`config.mk`:
```
export PLATFORM = sky130hd
export DESIGN_NAME = alu_issue_stage
export DESIGN_NICKNAME = d
export VERILOG_FILES = /design/src/rtl/cpu_pkg.sv /design/src/rtl/operand_fwd_mux.sv /design/src/rtl/alu_issue_stage.sv
export SDC_FILE = /design/constraint.sdc
export NUM_CORES = 1
export LEC_CHECK = 0
export ABC_AREA = 1
export BUFFER_PORTS_ARGS = -buffer_cell sky130_fd_sc_hd__buf_2
export CORE_UTILIZATION = 30
export CTS_CLUSTER_SIZE = 40
export DETAILED_ROUTE_END_ITERATION = 7
export GPL_TIMING_DRIVEN = 0
export HOLD_SLACK_MARGIN = 0.15
export PLACE_DENSITY = 0.6
export SYNTH_ARGS = -nofsm -noshare
export SYNTH_HDL_FRONTEND = slang
export SYNTH_SLANG_ARGS = --single-unit
```
`constraint.sdc`:
```
create_clock -name clk -period 3 [get_ports clk]
set_clock_uncertainty 0.2 [all_clocks]
set_input_delay 0.15 -clock clk [delete_from_list [all_inputs] [get_ports clk]]
set_output_delay 0.15 -clock clk [all_outputs]
set_load 0.01 [all_outputs]
```
`src/rtl/cpu_pkg.sv`:
```
// Shared CPU definitions: ALU opcodes, instruction field layout and issue-slot type.
package cpu_pkg;

   localparam int IMM_W_DEF = 14;
   localparam int XLEN      = 32;

   typedef logic [2:0] alu_op_t;

   localparam alu_op_t OP_NOOP0 = 3'b000;
   localparam alu_op_t OP_NOOP1 = 3'b001;
   localparam alu_op_t OP_ADD   = 3'b010;
   localparam alu_op_t OP_SUB   = 3'b011;
   localparam alu_op_t OP_SHL   = 3'b100;
   localparam alu_op_t OP_SHR   = 3'b101;
   localparam alu_op_t OP_ADDI  = 3'b110;
   localparam alu_op_t OP_SUBI  = 3'b111;

   localparam int OP_MSB = 31;
   localparam int OP_LSB = 29;
   localparam int RD_MSB = 28;
   localparam int RD_LSB = 24;
   localparam int RS_MSB = 23;
   localparam int RS_LSB = 19;
   localparam int RT_MSB = 18;
   localparam int RT_LSB = 14;

   typedef struct packed {
      alu_op_t           op;
      logic [XLEN-1:0]   a;
      logic [XLEN-1:0]   b;
      logic [4:0]        rd;
   } slot_t;

endpackage

```
`src/rtl/operand_fwd_mux.sv`:
```
// Source-operand select: register 0 reads as zero, a same-cycle writeback wins over the register file.
module operand_fwd_mux
   import cpu_pkg::*;
(
   input  logic [4:0]      src_addr,
   input  logic [XLEN-1:0] rf_data,
   input  logic            wb_valid,
   input  logic [4:0]      wb_addr,
   input  logic [XLEN-1:0] wb_data,
   output logic [XLEN-1:0] src_val
);

   always_comb begin
      if (src_addr == 5'd0) begin
         src_val = '0;
      end else if (wb_valid && (wb_addr == src_addr)) begin
         src_val = wb_data;
      end else begin
         src_val = rf_data;
      end
   end

endmodule

```
`src/rtl/alu_issue_stage.sv`:
```
// Operand-issue stage ahead of the ALU: reads and forwards sources, forms operands,
// and holds them in one registered slot with valid/ready on both sides.
module alu_issue_stage
   import cpu_pkg::*;
#(
   parameter int CNT_W = 16,
   parameter int IMM_W = IMM_W_DEF
) (
   input  logic             clk,
   input  logic             rst,
   input  logic             in_valid,
   output logic             in_ready,
   input  logic [31:0]      in_instr,
   output logic [4:0]       rs_addr,
   output logic [4:0]       rt_addr,
   input  logic [31:0]      rs_data,
   input  logic [31:0]      rt_data,
   input  logic             wb_valid,
   input  logic [4:0]       wb_addr,
   input  logic [31:0]      wb_data,
   input  logic             flush,
   output logic             out_valid,
   input  logic             out_ready,
   output logic [2:0]       out_aluop,
   output logic [31:0]      out_a,
   output logic [31:0]      out_b,
   output logic [4:0]       out_rd,
   output logic [CNT_W-1:0] issue_count,
   output logic [CNT_W-1:0] stall_count
);

   logic             valid_q, valid_d;
   slot_t            slot_q, slot_d;
   logic [CNT_W-1:0] issue_q, issue_d;
   logic [CNT_W-1:0] stall_q, stall_d;

   alu_op_t     op;
   logic [4:0]  rd_field;
   logic [31:0] rs_val, rt_val, imm_ext;
   slot_t       new_slot;
   logic        accept, fire;

   assign op       = in_instr[OP_MSB:OP_LSB];
   assign rd_field = in_instr[RD_MSB:RD_LSB];
   assign rs_addr  = in_instr[RS_MSB:RS_LSB];
   assign rt_addr  = in_instr[RT_MSB:RT_LSB];
   assign imm_ext  = {{(XLEN-IMM_W){in_instr[IMM_W-1]}}, in_instr[IMM_W-1:0]};

   operand_fwd_mux u_fwd_rs (
      .src_addr (rs_addr),
      .rf_data  (rs_data),
      .wb_valid (wb_valid),
      .wb_addr  (wb_addr),
      .wb_data  (wb_data),
      .src_val  (rs_val)
   );

   operand_fwd_mux u_fwd_rt (
      .src_addr (rt_addr),
      .rf_data  (rt_data),
      .wb_valid (wb_valid),
      .wb_addr  (wb_addr),
      .wb_data  (wb_data),
      .src_val  (rt_val)
   );

   assign in_ready = !flush && (!valid_q || out_ready);
   assign accept   = in_valid && in_ready;
   assign fire     = valid_q && out_ready;

   always_comb begin
      // NOTE: every output of a combinational block gets a default first so no path leaves it unassigned (no latch).
      new_slot    = '0;
      new_slot.op = op;
      unique case (op)
         OP_NOOP0, OP_NOOP1: ;
         OP_ADD, OP_SUB, OP_SHL, OP_SHR: begin
            new_slot.a  = rs_val;
            new_slot.b  = rt_val;
            new_slot.rd = rd_field;
         end
         default: begin
            new_slot.a  = rs_val;
            new_slot.b  = imm_ext;
            new_slot.rd = rd_field;
         end
      endcase
   end

   always_comb begin
      valid_d = valid_q;
      slot_d  = slot_q;
      issue_d = issue_q;
      stall_d = stall_q;

      // A flush drops the held slot but a same-cycle fire was already taken downstream.
      if (flush) begin
         valid_d = 1'b0;
      end else if (accept) begin
         valid_d = 1'b1;
         slot_d  = new_slot;
      end else if (fire) begin
         valid_d = 1'b0;
      end

      if (fire) begin
         issue_d = issue_q + CNT_W'(1);
      end
      if (valid_q && !out_ready && (stall_q != '1)) begin
         stall_d = stall_q + CNT_W'(1);
      end
   end

   always_ff @(posedge clk) begin
      // NOTE: state registers use non-blocking assignments so every flop samples pre-edge values.
      if (rst) begin
         valid_q <= 1'b0;
         slot_q  <= '0;
         issue_q <= '0;
         stall_q <= '0;
      end else begin
         valid_q <= valid_d;
         slot_q  <= slot_d;
         issue_q <= issue_d;
         stall_q <= stall_d;
      end
   end

   assign out_valid   = valid_q;
   assign out_aluop   = slot_q.op;
   assign out_a       = slot_q.a;
   assign out_b       = slot_q.b;
   assign out_rd      = slot_q.rd;
   assign issue_count = issue_q;
   assign stall_count = stall_q;

endmodule

```
==> results of run 1 <==
-- worst min-delay path by stage --
stage	startpoint	to	depth (start not counted)
after floorplan	flush	out_valid	1
after global placement	in_instr[29]	out_aluop[0]	3
after detailed placement	flush	out_valid	2
after CTS	out_a[6]	out_a[6]	2
after global routing	out_a[23]	out_a[23]	2
final	out_a[6]	out_a[6]	2
-- through the flow --
| stage | total power [uW] | instances | hold WS [ns] | setup WS (ns) | utilization (%) |
|---|---|---|---|---|---|
| final | 3490 | 1599 | 0.265 | 0.133 | 48.5 |
| after global routing | 3640 | 1599 | 0.286 | 0.0221 | 48.5 |
| after CTS | 3500 | 1598 | 0.266 | 0.181 | 48.5 |
| after detailed placement | 2110 | 1440 | 0.186 | 0.891 | 39.4 |
| after global placement | 2110 | 1440 | 0.173 | 0.898 | 39.4 |
| after floorplan | 1830 | 927 | 0.0293 | 1.17 | - |
-- cell type report --
class | count | area (um^2)
clock buffer | 12 | 256
antenna | 1 | 2.50
buffer | 66 | 335
fill | 1982 | 9790
timing repair buffer | 395 | 2690
tap | 260 | 325
clock inverter | 4 | 51.3
multi-input combinational | 614 | 2930
sequential | 105 | 2100
inverter | 142 | 533
-- cells by family (layout without fill, tap and decap cells) --
| kind of cell | after synthesis | count (layout) |
|---|---|---|
| xor gates and xnor gates | 10 | 10 |
| other | 0 | 1 |
| and+or+nand+nor | 441 | 441 |
| DFF | 105 | 105 |
| AOI/OAI and AO/OA | 160 | 160 |
| buffers and inverters | 208 | 619 |
| adders and majority gates | 3 | 3 |
-- cell usage after synthesis (7+ instances only) --
| library cell | n | share of area (%) |
|---|---|---|
| nand2_1 | 215 | 14 |
| nand3_1 | 117 | 9.9 |
| nor3_1 | 7 | 0.59 |
| buf_4 | 15 | 1.9 |
| nor2_1 | 47 | 3.0 |
| o21ai_0 | 48 | 4.1 |
| nand4_1 | 37 | 3.9 |
| buf_2 | 13 | 1.1 |
| dfxtp_1 | 105 | 36 |
| clkbuf_1 | 34 | 2.2 |
| inv_1 | 137 | 8.7 |
| a21oi_1 | 108 | 9.2 |
-- worst register-to-register path: stages (launching register included) --
cell and delay (ns):
dfxtp_1 0.32, inv_1 0.07, nor2_2 0.07, nor3_4 0.32
nand2_1 0.11, nor2_2 0.33, buf_4 0.26, nand3_1 0.12
dlygate4sd3_1 0.58, a21oi_1 0.12
-- flip-flops by register name, indices dropped and copies added, names as in the netlist --
register / count
out_a: 32
out_aluop: 3
out_b: 32
out_rd: 5
stall_count: 16
out_valid: 1
issue_count: 16
-- metal layers --
layer / track usage, % / vias to the layer above / part of all wire, %
met5: 0 / - / 0
met4: 10.4 / 0 / 3.2
met3: 3.16 / 51 / 5.7
met2: 39.2 / 302 / 47
met1: 30.1 / 3455 / 44
li1: - / 3789 / -
-- power breakdown --
group	internal (uW)	total, uW	switching, uW	leakage, uW
Sequential	1450	1480	29.2	0.000855
Combinational	350	756	406	0.00347
Clock	695	1260	560	0.000149
Total	2490	3490	996	0.00447
==> results_dict.tcl, run 1 <==
set metrics [dict create \
    yosysSeqAreaShare_pct 35.6 \
    clk_pin_slew_ns 0.08 \
    clock_latency_ns 0.35 \
    cp.arrival_ns 2.97 \
    async_flop_share_pct 0 \
    fin_setup_tns_ns 0 \
    final_cell_mix "buf_2, nand2_1, dlygate4sd3_1, inv_1, nand3_1" \
    grt.overflow.total 0 \
    ctsHoldBuffers 142 \
    synth_top_family_by_area "simple AND/OR/NAND/NOR gates" \
    endpoint "out_b[5]" \
    synth_fa_ha_area_share_pct 0.636 \
    yosys_warnings 0 \
    power.leakage_uw 0.00447 \
    critPathMaxStageDelay_ns 0.57 \
    rr_worst_depth 9 \
    htreeDepth 3 \
    dpl.hpwl_um 17100 \
    max-vdd-ir-drop_mv 0.228 \
    synth_edf_count 0 \
    crit_fanout 10 \
    tightest_slew_ns 0.665 \
    drt.antenna.violating_nets 0 \
    synth-seq-cells 105 \
    cp-end-kind "flop" \
    syn_nets 1069 \
    yosys.area_share.xor_xnor_pct 1.48 \
    grt_pass1_wl_um 37000 \
    r2r_end "out_a[21]" \
    die_h_um 142 \
    crit_start "in_instr[31]" \
    synth_top_flop_cell "dfxtp_1" \
    fmax_mhz 349 \
    muxShareOfSynthArea_pct 0 \
    grt_usage_pct 23.5 \
    area_growth_syn_to_layout_pct 56.3 \
    path_depth 10 \
    synth.distinct_cells 31 \
    setup_viol 0 \
    synthesis.area_um2 5900 \
    clock-sinks 105 \
    relSlewSlack_pct 55.6 \
    finalCritPeriodShare_pct 95.6 \
    ioPinCount 255 \
    drive_above_1_share_pct 23.8 \
    postCtsSetupBuffers 0 \
    clk_path_buf_depth 2 \
    critPathTopFamily "buffers and inverters" \
    critPathRequiredTime_ns 3.10 \
    finalCriticalPeriod_ns 2.87 \
    synth_compound_area_share_pct 13.9 \
    cpMostUsedCell "dlygate4sd3_1" \
    layout_commonest_cell "buf_2" \
    crit_type "input port to flop" \
    avgViaCountPerCell 4.75 \
    cts_tree "yes" \
    hold_viol_final 0 \
    wl_per_cell_um 14.9 \
    yosys.area_share.simple_pct 33.6 \
    rsz0062_at_grt "no" \
    dieArea_um2 20200 \
    first_pass_iters 6 \
    die_w_um 142 \
    cp_num_buf_inv 6 \
    drt_iter0_drc 372 \
    antenna_found_initial 1 \
    cp-start-kind "input port" \
    rows 50 \
    reg2reg_setup_slack_ns 0.44 \
    slowest_stage "dlygate4sd3_1" \
    avgSynthCellArea_um2 6.37 \
    grt_pass1_vias 7222 \
    r2r-start "out_valid" \
    numCtsBuffers 9 \
    status "finished, final reports clean" \
    start_util_pct 31.0 \
    holdCritPathClass "flop to flop" \
    syn-instance-count 927 \
    grt_max_degree 17 \
    crit_chain "dlygate4sd3_1 > buf_2 > ha_1 > buf_4 > nand3b_1 > inv_1 > clkbuf_1 > nand3_1 > a21oi_1 > dlygate4sd3_1" \
    gp_congestion 0.888 \
    root_buffer "clkbuf_16" \
    fin_nets 1475 \
    routed_wl_um 23800 \
    p_per_area_nw_per_um2 378 \
    dr_total_vias 7597 \
    core_area_um2 19000 \
    drv_slew 0 \
    drv_cap 0 \
    numPortBuffers 253 \
    stdcell_area_um2 9230 \
    ctsResizeCount 0 \
    placed_cell_area_um2 7490 \
    drc 0 \
]
Note: power is estimated with default switching activity, not from simulation.
==> run 2: changes to the inputs <==
--- a/config.mk
+++ b/config.mk
@@ -7,12 +7,14 @@
 export LEC_CHECK = 0
 export ABC_AREA = 1
 export BUFFER_PORTS_ARGS = -buffer_cell sky130_fd_sc_hd__buf_2
+export CELL_PAD_IN_SITES_DETAIL_PLACEMENT = 0
+export CELL_PAD_IN_SITES_GLOBAL_PLACEMENT = 1
 export CORE_UTILIZATION = 30
 export CTS_CLUSTER_SIZE = 40
 export DETAILED_ROUTE_END_ITERATION = 7
 export GPL_TIMING_DRIVEN = 0
 export HOLD_SLACK_MARGIN = 0.15
-export PLACE_DENSITY = 0.6
+export PLACE_DENSITY = 0.81
 export SYNTH_ARGS = -nofsm -noshare
 export SYNTH_HDL_FRONTEND = slang
 export SYNTH_SLANG_ARGS = --single-unit
==> results_dict.tcl, run 2 (synthesis gave the netlist of run 1 again) <==
set metrics [dict create \
    setup_viol 0 \
    p_per_area_nw_per_um2 377 \
    hp-start "out_a[28]" \
    fill_cells 2039 \
    start_util_pct 31.0 \
    wl_per_cell_um 15.0 \
    dieArea_um2 20200 \
    drv_cap 0 \
    ctsHoldBuffers 142 \
    grt_pass1_wl_um 37400 \
    rows 50 \
    hold_depth 2 \
    cts_tree "yes" \
    met2_usage_pct 39.9 \
    status "finished, final reports clean" \
    clk_pin_slew_ns 0.07 \
    stdcell_area_um2 9220 \
    clk_path_buf_depth 2 \
    core_area_um2 19000 \
    finalCritPeriodShare_pct 94.5 \
    ioPinCount 255 \
    die_w_um 142 \
    r2r_end "out_a[21]" \
    root_buffer "clkbuf_16" \
    postCtsSetupBuffers 0 \
    fin_setup_tns_ns 0 \
    holdWs_ns 0.262 \
    crit_fanout 10 \
    fin_nets 1475 \
    tightest_slew_ns 0.679 \
    numPortBuffers 253 \
    hold_viol_final 0 \
    clock-sinks 105 \
    holdCritPathClass "flop to flop" \
    htreeDepth 3 \
    antenna_found_initial 1 \
    drc 0 \
    drt_iter0_drc 413 \
    slowest_stage "dlygate4sd3_1" \
    r2r-start "out_valid" \
    grt_pass1_vias 7386 \
    numCtsBuffers 9 \
    layout_commonest_cell "buf_2" \
    grtUsageMet3_pct 4.31 \
    crit_type "input port to flop" \
    power.leakage_uw 0.00447 \
    area_growth_syn_to_layout_pct 56.2 \
    final_cell_mix "buf_2, nand2_1, dlygate4sd3_1, inv_1, nand3_1" \
    max-vdd-ir-drop_mv 0.263 \
    top_usage_layer "met2" \
    placed_cell_area_um2 7490 \
    fmax_mhz 353 \
    cp_num_buf_inv 5 \
    finalCriticalPeriod_ns 2.83 \
    drv_slew 0 \
    critPathTopFamily "buffers and inverters" \
    reg2reg_setup_slack_ns 0.48 \
    hold_end "out_a[28]" \
    first_pass_iters 5 \
    ctsResizeCount 0 \
    grt_max_degree 17 \
    cp.arrival_ns 2.92 \
    crit_chain "dlygate4sd3_1 > buf_2 > ha_1 > or2_2 > buf_2 > nand2_1 > nor2_2 > buf_4 > nand3_1 > dlygate4sd3_1 > a21oi_1" \
    die_h_um 142 \
    rr_worst_depth 9 \
    critPathRequiredTime_ns 3.08 \
    dpl.hpwl_um 17300 \
    routed_wl_um 24100 \
    clock_latency_ns 0.35 \
    crit_start "in_instr[30]" \
    grt_util_met1_pct 30.7 \
    avgViaCountPerCell 4.72 \
    gp_congestion 0.895 \
    cp-end-kind "flop" \
    dr_total_vias 7541 \
    drt.antenna.violating_nets 0 \
    relSlewSlack_pct 54.7 \
    rsz0062_at_grt "no" \
    grt.overflow.total 0 \
    critPathMaxStageDelay_ns 0.57 \
    grt_usage_pct 24.0 \
    cp-start-kind "input port" \
    drive_above_1_share_pct 23.7 \
]
## run 2: worst min-delay path, delay by kind of cell, from the launching register on
kind	cells	cell delay, ns
DFF	1	0.31
and+or+nand+nor	1	0.06
AOI/OAI and AO/OA	1	0.05
## run 2: layer usage
layer,vias to the layer above,part of all wire (%)
met5,-,0
met4,0,2.2
met3,32,5.7
met2,288,47
met1,3435,45
li1,3786,-
## run 2: cell type report
class	count	area (um^2)	share of cell area (%)
clock inverter	4	52.6	0.570
buffer	66	335	3.64
antenna	1	2.50	0.0272
timing repair buffer	395	2690	29.2
clock buffer	12	246	2.67
tap	260	325	3.53
sequential	105	2100	22.8
multi-input combinational	614	2930	31.8
inverter	142	533	5.78
## run 2: worst max-delay path by stage
stage | endpoint | slack (ns) | cells after the start
floorplan | stall_count[0] | 1.17 | 9
global placement | out_a[30] | 0.91 | 10
detailed placement | out_b[31] | 0.89 | 7
CTS | out_a[21] | 0.18 | 11
global route | out_a[11] | 0.04 | 12
finish | out_a[21] | 0.17 | 11
## run 2: through the flow
stage	power [uW]	std cells	worst slack (ns)	util (%)
after CTS	3490	1598	0.176	48.4
final	3470	1599	0.166	48.5
after floorplan	1830	927	1.17	-
after global placement	2110	1440	0.913	39.4
after global routing	3630	1599	0.0449	48.5
after detailed placement	2110	1440	0.889	39.4
## run 2: power breakdown
part           switching (uW)  internal [uW]
Clock                     560            674
Sequential               28.5           1450
Combinational             412            350
Total                    1000           2470
==> run 3: changes to the inputs <==
==> constraint.sdc (replaced) <==
create_clock -name clk -period 3.3 [get_ports clk]
set_clock_uncertainty 0.2 [all_clocks]
set_input_delay 0.165 -clock clk [delete_from_list [all_inputs] [get_ports clk]]
set_output_delay 0.165 -clock clk [all_outputs]
set_load 0.01 [all_outputs]
==> results_dict.tcl, run 3 (synthesis gave the netlist of run 1 again) <==
set metrics [dict create \
    die_w_um 142 \
    holdCritPathClass "input port to flop" \
    grt_pass1_vias 7416 \
    drc 0 \
    relSlewSlack_pct 54.8 \
    area_growth_syn_to_layout_pct 57.2 \
    max-vdd-ir-drop_mv 0.236 \
    cp-start-kind "input port" \
    power.leakage_uw 0.00451 \
    p_per_area_nw_per_um2 341 \
    power_uw 3160 \
    start_util_pct 31.0 \
    dr_total_vias 7556 \
    drive_above_1_share_pct 23.6 \
    ioPinCount 255 \
    hold_depth 4 \
    reg2reg_setup_slack_ns 0.79 \
    wl_met1_um 10700 \
    crit_fanout 14 \
    cp.arrival_ns 3.17 \
    r2r-start "out_valid" \
    final_core_util_pct 48.8 \
    seqCellArea_um2 2100 \
    dpl.hpwl_um 17300 \
    clk_path_buf_depth 2 \
    finalCriticalPeriod_ns 3.08 \
    clk_pin_slew_ns 0.08 \
    drv_slew 0 \
    fmax_mhz 325 \
    crit_chain "dlygate4sd3_1 > buf_2 > ha_1 > buf_4 > nand3b_1 > inv_1 > clkbuf_1 > nand3_1 > a21oi_1 > dlygate4sd3_1" \
    grt_pass1_wl_um 37600 \
    dpl_worst_slack_ns 1.18 \
    critPathRequiredTime_ns 3.40 \
    tightest_slew_ns 0.679 \
    cp-end-kind "flop" \
    root_buffer "clkbuf_16" \
    rr_worst_depth 9 \
    htreeDepth 3 \
    cts_tree "yes" \
    rsz0062_at_grt "no" \
    dr.max_layer_used "met4" \
    gp_congestion 0.895 \
    ctsResizeCount 0 \
    critPathMaxStageDelay_ns 0.56 \
    numCtsBuffers 9 \
    r2r_end "out_a[21]" \
    setup_viol 0 \
    fill_cells 2030 \
    antenna_found_initial 2 \
    slowest_stage "dlygate4sd3_1" \
    fin_nets 1480 \
    drv_cap 0 \
    drt.antenna.violating_nets 0 \
    cp_num_buf_inv 6 \
    die_h_um 142 \
    crit_type "input port to flop" \
    grt.overflow.total 0 \
    drt_iter0_drc 380 \
    layout_commonest_cell "buf_2" \
    fin_setup_tns_ns 0 \
    clock-sinks 105 \
    rows 50 \
    hold_viol_final 0 \
    cpMostUsedCell "dlygate4sd3_1" \
    first_pass_iters 5 \
    dieArea_um2 20200 \
    routed-wl-met3_um 1430 \
    critPathTopFamily "buffers and inverters" \
    avgViaCountPerCell 4.71 \
    hp-start "in_instr[13]" \
    numPortBuffers 253 \
    status "finished, final reports clean" \
    fin_cells 1605 \
    grt_usage_pct 24.1 \
    final_cell_mix "buf_2, nand2_1, dlygate4sd3_1, inv_1, nand3_1" \
    multi_input_area_um2 2930 \
    routed-wl-met2_um 11400 \
    clock_latency_ns 0.35 \
    finalCritPeriodShare_pct 93.2 \
    grt_max_degree 17 \
    routed_wl_um 24100 \
    place_inst 1440 \
    core_area_um2 19000 \
    hold_end "out_b[30]" \
    wl_per_cell_um 15.0 \
    finalWorstSetupSlack_ns 0.225 \
]
-- run 3: cell count changes in the layout (fill, tap and decap cells not counted) --
cell,previous run,this run
clkbuf_1,36,35
dlygate4sd3_1,142,148
diode_2,1,2
-- run 3: report_power, final --
group          internal (uW)  switching (uW)
clock                    613             509
sequential              1320            25.8
combinational            324             375
-- run 3: final cells by class --
cell class	count	share of cell area, %
inverter	142	5.75
timing repair buffer	401	29.6
multi-input combinational	614	31.6
tap	260	3.51
clock buffer	12	2.66
clock inverter	4	0.567
buffer	65	3.57
sequential	105	22.7
antenna	2	0.0540
-- run 3: per-stage QoR --
step                instance area, um^2  hold WS [ns]
finish                             9280         0.237
global route                       9280         0.276
CTS                                9270         0.224
detailed placement                 7490         0.200
global placement                   7490         0.189
floorplan                          5900        0.0443
-- run 3: routing by layer --
metal	vias up	track usage [%]
met5	-	0
met4	0	9.28
met3	32	4.27
met2	277	40.1
met1	3449	30.8
li1	3798	-
-- run 3: worst min-delay path: stages --
cell,delay [ns]
buf_2,0.11
a21oi_4,0.11
buf_2,0.22
a21oi_1,0.15
-- run 3: worst max-delay path by stage --
stage                                 to           start  depth (start not counted)
after floorplan           stall_count[0]  stall_count[1]                          9
after global placement         out_a[30]    in_instr[30]                         10
after detailed placement       out_a[16]    in_instr[30]                          9
after CTS                      out_b[19]    in_instr[30]                         11
after global routing           out_b[19]    in_instr[30]                         10
final                           out_b[6]    in_instr[30]                         10
-- run 3: what timing repair did --
item / 4_1_cts / 5_1_grt
hold buffers: 148 / 0
endpoints found under the setup margin: 0 / 7
endpoints found under the hold margin: 78 / 0
buffers inserted: 0 / 0
